--- config.mk ---
export PLATFORM = sky130hd
export DESIGN_NAME = gen_slffr_bank_flat
export DESIGN_NICKNAME = d
export VERILOG_FILES = /design/src/rtl/gen_slffr_bank_if.sv /design/src/rtl/gen_slffr_bank.sv /design/src/flat_wrapper.sv
export SDC_FILE = /design/constraint.sdc
export NUM_CORES = 1
export LEC_CHECK = 0
export CAP_MARGIN = 20
export CORE_MARGIN = 5
export CORE_UTILIZATION = 47
export CTS_BUF_LIST = sky130_fd_sc_hd__clkbuf_8
export DETAILED_ROUTE_END_ITERATION = 7
export PLACE_DENSITY = 0.79
export SETUP_SLACK_MARGIN = 0.02
export SLEW_MARGIN = 0
export SYNTH_ARGS = -nofsm -noshare
export SYNTH_HDL_FRONTEND = slang
export SYNTH_SLANG_ARGS = --single-unit
export TNS_END_PERCENT = 30
--- constraint.sdc ---
create_clock -name CLK -period 5 [get_ports CLK]
set_input_delay 1 -clock CLK [delete_from_list [all_inputs] [get_ports CLK]]
set_output_delay 1 -clock CLK [all_outputs]
set_load 0.01 [all_outputs]
--- src/rtl/gen_slffr_bank_if.sv ---
// Request and status bundle for the set-lead flag bank.
// The master drives set/clear/flush requests; the slave (the bank) returns flag state.
interface gen_slffr_bank_if #(
  parameter int unsigned DW = 32,
  parameter int unsigned SP = 2,
  parameter int unsigned CP = 2,
  parameter int unsigned AW = $clog2(DW),
  parameter int unsigned CW = $clog2(DW + 1)
);
  logic [SP-1:0]    set_vld;
  logic [SP*AW-1:0] set_idx;
  logic [CP-1:0]    clr_vld;
  logic [CP*AW-1:0] clr_idx;
  logic             flush;
  logic [DW-1:0]    qout;
  logic [DW-1:0]    qreg;
  logic [CW-1:0]    cnt;
  logic             full;
  logic             empty;
  logic             err;

  modport master (
    output set_vld, set_idx, clr_vld, clr_idx, flush,
    input  qout, qreg, cnt, full, empty, err
  );

  modport slave (
    input  set_vld, set_idx, clr_vld, clr_idx, flush,
    output qout, qreg, cnt, full, empty, err
  );
endinterface

--- src/rtl/gen_slffr_bank.sv ---
// Multi-port set-lead flag bank: indexed set/clear ports, global flush,
// occupancy count and a sticky protocol-error flag.
module gen_slffr_bank #(
  parameter int unsigned   DW      = 32,
  parameter int unsigned   SP      = 2,
  parameter int unsigned   CP      = 2,
  parameter int unsigned   AW      = $clog2(DW),
  parameter logic [DW-1:0] RST_VAL = '0,
  parameter bit            SET_WIN = 1'b1,
  parameter bit            BYPASS  = 1'b1
) (
  input  logic              CLK,
  input  logic              RSTn,
  gen_slffr_bank_if.slave   bus
);
  localparam int unsigned CW = $clog2(DW + 1);

  function automatic logic [CW-1:0] popcnt(input logic [DW-1:0] v);
    logic [CW-1:0] n;
    n = '0;
    for (int unsigned i = 0; i < DW; i++) n = n + CW'(v[i]);
    return n;
  endfunction

  localparam logic [CW-1:0] RST_CNT = popcnt(RST_VAL);

  logic [DW-1:0] q_r;
  logic [DW-1:0] q_nxt;
  logic [DW-1:0] set_hit;
  logic [DW-1:0] clr_hit;
  logic [CW-1:0] cnt_r;
  logic [CW-1:0] cnt_nxt;
  logic          err_r;
  logic          err_nxt;
  logic          idx_oob;
  logic          dup_set;
  logic          dbl_set;
  logic          bad_clr;

  // Per-entry decode of all ports; out-of-range indices hit nothing but are flagged.
  always_comb begin
    set_hit = '0;
    clr_hit = '0;
    idx_oob = 1'b0;
    dup_set = 1'b0;
    for (int unsigned p = 0; p < SP; p++) begin
      if (bus.set_vld[p]) begin
        if (32'(bus.set_idx[p*AW +: AW]) >= DW) idx_oob = 1'b1;
        for (int unsigned i = 0; i < DW; i++)
          if (bus.set_idx[p*AW +: AW] == AW'(i)) set_hit[i] = 1'b1;
        for (int unsigned r = p + 1; r < SP; r++)
          if (bus.set_vld[r] && (bus.set_idx[r*AW +: AW] == bus.set_idx[p*AW +: AW]))
            dup_set = 1'b1;
      end
    end
    for (int unsigned c = 0; c < CP; c++) begin
      if (bus.clr_vld[c]) begin
        if (32'(bus.clr_idx[c*AW +: AW]) >= DW) idx_oob = 1'b1;
        for (int unsigned i = 0; i < DW; i++)
          if (bus.clr_idx[c*AW +: AW] == AW'(i)) clr_hit[i] = 1'b1;
      end
    end
  end

  // Next state with flush dominating, then the set/clear conflict policy.
  always_comb begin
    q_nxt   = q_r;
    dbl_set = |(set_hit & q_r & ~clr_hit);
    bad_clr = |(clr_hit & ~q_r & ~set_hit);
    if (bus.flush)    q_nxt = '0;
    else if (SET_WIN) q_nxt = (q_r & ~clr_hit) | set_hit;
    else              q_nxt = (q_r | set_hit) & ~clr_hit;
    err_nxt = err_r | (~bus.flush & (idx_oob | dup_set | dbl_set | bad_clr));
    cnt_nxt = popcnt(q_nxt);
  end

  always_ff @(posedge CLK or negedge RSTn) begin
    if (!RSTn) begin
      q_r   <= RST_VAL;
      cnt_r <= RST_CNT;
      err_r <= 1'b0;
    end else begin
      q_r   <= q_nxt;
      cnt_r <= cnt_nxt;
      err_r <= err_nxt;
    end
  end

  // Only sets are forwarded; clears and flush land on qout a cycle later.
  assign bus.qout  = BYPASS ? (q_r | set_hit) : q_r;
  assign bus.qreg  = q_r;
  assign bus.cnt   = cnt_r;
  assign bus.err   = err_r;
  assign bus.full  = (cnt_r == CW'(DW));
  assign bus.empty = (cnt_r == '0);
endmodule

--- src/flat_wrapper.sv ---
// flat-port wrapper written by rule: the top's interface ports become plain ports
module gen_slffr_bank_flat 
#(
  parameter int unsigned   DW      = 32,
  parameter int unsigned   SP      = 2,
  parameter int unsigned   CP      = 2,
  parameter int unsigned   AW      = $clog2(DW),
  parameter logic [DW-1:0] RST_VAL = '0,
  parameter bit            SET_WIN = 1'b1,
  parameter bit            BYPASS  = 1'b1
)
  (CLK, RSTn, bus_set_vld, bus_set_idx, bus_clr_vld, bus_clr_idx, bus_flush, bus_qout, bus_qreg, bus_cnt, bus_full, bus_empty, bus_err);
  gen_slffr_bank_if #(.DW(DW), .SP(SP), .CP(CP), .AW(AW)) bus_i ();
  input  logic CLK;
  input  logic RSTn;
  input wire logic [$bits(bus_i.set_vld)-1:0] bus_set_vld;
  input wire logic [$bits(bus_i.set_idx)-1:0] bus_set_idx;
  input wire logic [$bits(bus_i.clr_vld)-1:0] bus_clr_vld;
  input wire logic [$bits(bus_i.clr_idx)-1:0] bus_clr_idx;
  input wire logic [$bits(bus_i.flush)-1:0] bus_flush;
  output wire logic [$bits(bus_i.qout)-1:0] bus_qout;
  output wire logic [$bits(bus_i.qreg)-1:0] bus_qreg;
  output wire logic [$bits(bus_i.cnt)-1:0] bus_cnt;
  output wire logic [$bits(bus_i.full)-1:0] bus_full;
  output wire logic [$bits(bus_i.empty)-1:0] bus_empty;
  output wire logic [$bits(bus_i.err)-1:0] bus_err;
  assign bus_i.set_vld = bus_set_vld;
  assign bus_i.set_idx = bus_set_idx;
  assign bus_i.clr_vld = bus_clr_vld;
  assign bus_i.clr_idx = bus_clr_idx;
  assign bus_i.flush = bus_flush;
  assign bus_qout = bus_i.qout;
  assign bus_qreg = bus_i.qreg;
  assign bus_cnt = bus_i.cnt;
  assign bus_full = bus_i.full;
  assign bus_empty = bus_i.empty;
  assign bus_err = bus_i.err;
  gen_slffr_bank #(.DW(DW), .SP(SP), .CP(CP), .AW(AW), .RST_VAL(RST_VAL), .SET_WIN(SET_WIN), .BYPASS(BYPASS)) u_core (.CLK(CLK), .RSTn(RSTn), .bus(bus_i));
endmodule
==> impl_metrics.py <==
metrics = {
    "logic_synthesis": {
        "synth_top_area_share_pct": 22.9,
        "syn_avg_cell_area_sq_um": 9.06,
        "synth_top_family_by_area": "simple AND/OR/NAND/NOR gates",
        "yosysSeqAreaShare_pct": 22.9,
        "yosys.area_share.simple_pct": 26.2,
        "netlist_instances": 470,
        "synthTopCellsByCount": "57 x inv_1, 39 x dfrtp_1, 27 x nand2_1, 27 x nand2b_1, 24 x fa_1",
        "synth-seq-cells": 39,
        "synth.mux.area_fraction_pct": 0,
        "synth-async-reset-ratio_pct": 100,
        "yosys-top-cells-area": "dfrtp_1 23%, fa_1 11%, inv_1 5.0%",
        "synth_fp_nets": 529,
        "synth_fa_ha_area_share_pct": 13.6,
        "ys.flop_type": "dfrtp_1",
        "yosys_warnings": 0,
        "synth_xor_area_share_pct": 1.65,
        "synth_area_leader_cell": "dfrtp_1",
        "yosysUniqueCellTypes": 68,
        "syn-cell-area_sq_um": 4260,
        "yosysMostFrequentCell": "inv_1",
        "synth_edf_count": 0,
        "synth_compound_area_share_pct": 26.0,
    },
    "job": {
        "max_cap_violations": 0,
    },
    "worst_setup_path": {
        "crit_path_frequent_cell": "fa_1",
        "endpoint_kind": "flip-flop",
        "critPathMaxStageDelay_ps": 560,
        "cp_num_buf_inv": 4,
        "criticalPathCategory": "in2reg",
        "critPathRequiredTime_ps": 5230,
        "crit_chain": "clkdlybuf4s15_2, buf_6, nor2_2, a22oi_2, nand2_2, a21oi_4, ha_4, inv_2, fa_1, fa_2, fa_1, fa_1, fa_1, fa_1, fa_2, inv_2, fa_2, a21o_1, a21oi_2, xnor2_1",
        "crit_family": "adder cells",
        "cp_max_fo": 8,
        "critPathSlowestCell": "fa_2",
        "cp-start-kind": "input pin",
        "cp.arrival_ps": 6280,
    },
    "timing": {
        "setup_viol": 6,
        "slew_violations": 0,
        "finalCriticalPeriod_ps": 6060,
        "setup-tns-final_ps": -5410,
        "fin_crit_sh_pct": 121,
        "worst_pin_slew_ps": 976,
        "relSlewSlack_pct": 35.0,
        "hold_viol_final": 0,
        "fin_skew_ps": 9.83,
        "grt_setup_unrepaired": "true",
        "clock.fmax_ghz": 0.165,
        "fin_ws_ps": -1060,
    },
    "die": {
        "dieArea_sq_um": 11100,
        "die-width_microns": 105,
        "design.core.area_sq_um": 8760,
        "die_h_microns": 105,
        "rows": 34,
        "io_pins": 100,
        "initial_core_util_pct": 48.6,
    },
    "finish": {
        "fin_nets": 814,
        "area_growth_pct": 66.3,
        "antenna_cells": 0,
        "drive_gt1_share_pct": 41.3,
        "fillers": 561,
        "post-route-util_pct": 80.8,
    },
    "place": {
        "place_congestion": 1.08,
        "portBuffers": 99,
        "hpwl_microns": 15700,
        "pre_cts_slack_ps": -1980,
    },
    "pwr": {
        "power.density_nw_per_um2": 141,
        "ir_drop_mv": 0.130,
        "p_leak_nw": 3.31,
    },
    "routing": {
        "ant_nets": 0,
        "drt_first_pass_iters": 8,
        "via_count": 5291,
        "viasPerCell": 6.12,
        "wl_per_cell_microns": 22.7,
        "drc": 0,
        "drt_first_iter_violations": 522,
        "routed_wl_microns": 19600,
    },
    "clocking": {
        "numCtsBuffers": 5,
        "cts.clk_slew.worst_paths_ps": 100,
        "cts_sinks": 39,
        "htreeDepth": 2,
        "clock_tree.buffer_depth": 2,
        "cts_hold_buf": 0,
        "cts_tree": "done",
        "cts_root_buf": "clkbuf_8",
        "clk_latency_ps": 300,
    },
    "outcome": {
        "status": "finished with violations",
        "violations": "negative setup slack",
    },
    "grt": {
        "grt_pass1_wl_microns": 30400,
        "antenna_found_initial": 0,
        "track_usage_pct": 34.9,
        "grt_max_degree": 40,
        "gr-total-overflow": 0,
        "grt_pass1_vias": 5498,
    },
    "hold_path": {
        "hold_class": "reg2reg",
    },
}
## power breakdown
group	leakage [nW]	internal [W]	switching [W]
logic	2.74	0.000212	0.000216
clock network	0.0402	0.0000976	0.000137
registers	0.533	0.000329	0.0000103
total	3.31	0.000639	0.000363
## routing by layer
layer / GRT usage [%] / wire (microns) / up-vias / share of wire [%]
li1: - / - / 2313 / -
met1: 43.8 / 7470 / 2523 / 38
met2: 59.4 / 9380 / 374 / 48
met3: 7.21 / 1720 / 81 / 8.8
met4: 12.4 / 1010 / 0 / 5.1
met5: 0 / 0 / - / 0
## tightest hold or removal path: stages (launching register included)
cell and delay, ps:
dfrtp_1 410, inv_1 70, a32oi_1 50
## state kept, by name, indices dropped and copies added (netlist names)
signal / cells
u_core.bus.cnt: 6
u_core.bus.qreg: 32
u_core.bus.err: 1
## cell type report
| cell class | instances | area [sq um] | area share (%) |
|---|---|---|---|
| timing repair buffer | 301 | 2490 | 35.2 |
| multi-input combinational | 351 | 3170 | 44.8 |
| clock inverter | 3 | 20.0 | 0.283 |
| tap | 108 | 135 | 1.91 |
| sequential | 39 | 976 | 13.8 |
| inverter | 57 | 214 | 3.02 |
| clock buffer | 5 | 68.8 | 0.972 |
## through the flow
| step | hold slack, ps | total power [W] | instances | cell area [sq um] |
|---|---|---|---|---|
| 2_1_floorplan | 550 | 0.000528 | 470 | 4300 |
| 3_3_place_gp | 538 | 0.000720 | 825 | 6520 |
| 3_5_place_dp | 544 | 0.000734 | 825 | 6520 |
| 4_1_cts | 561 | 0.000990 | 859 | 6970 |
| 5_1_grt | 575 | 0.00104 | 864 | 7080 |
| 6_report | 573 | 0.00100 | 864 | 7080 |
## kinds of logic after synthesis
group | Yosys count
and+or+nand+nor | 168
DFF | 39
xor gates and xnor gates | 8
buffers and inverters | 80
adders and majority gates | 32
AOI/OAI and AO/OA | 143
## final timing paths
kind | start | end | slack, ps | cells past startpoint
hold reg to reg | u_core.bus.err | u_core.bus.err | 570 | 2
min in group asynchronous | RSTn | u_core.bus.qreg[24] | 850 | 1
hold / removal | u_core.bus.err | u_core.bus.err | 570 | 2
setup reg to reg | u_core.bus.qreg[4] | u_core.bus.cnt[4] | -80 | 15
setup / recovery | bus_clr_idx[3] | u_core.bus.cnt[4] | -1060 | 20
max in group asynchronous | RSTn | u_core.bus.err | 3540 | 1
## placed cells by master (no fill, tap or decap), types with 15 or more instances in the layout
cell	count
fa_1	20
a21o_1	23
buf_4	189
nand2b_1	26
inv_1	51
dfrtp_1	39
o22ai_1	21
nand2_1	24
buf_2	18
o22a_1	23
clkdlybuf4s50_1	74
nand3b_1	15
## repair_timing
action / CTS / global route
setup buffers: 27 / 5
setup endpoints to repair: 6 / 6
pin swaps: 47 / 21
endpoints found under the hold margin: 0 / 0
resized for setup: 146 / 27
No activity file was read; power rests on OpenSTA's default activity.
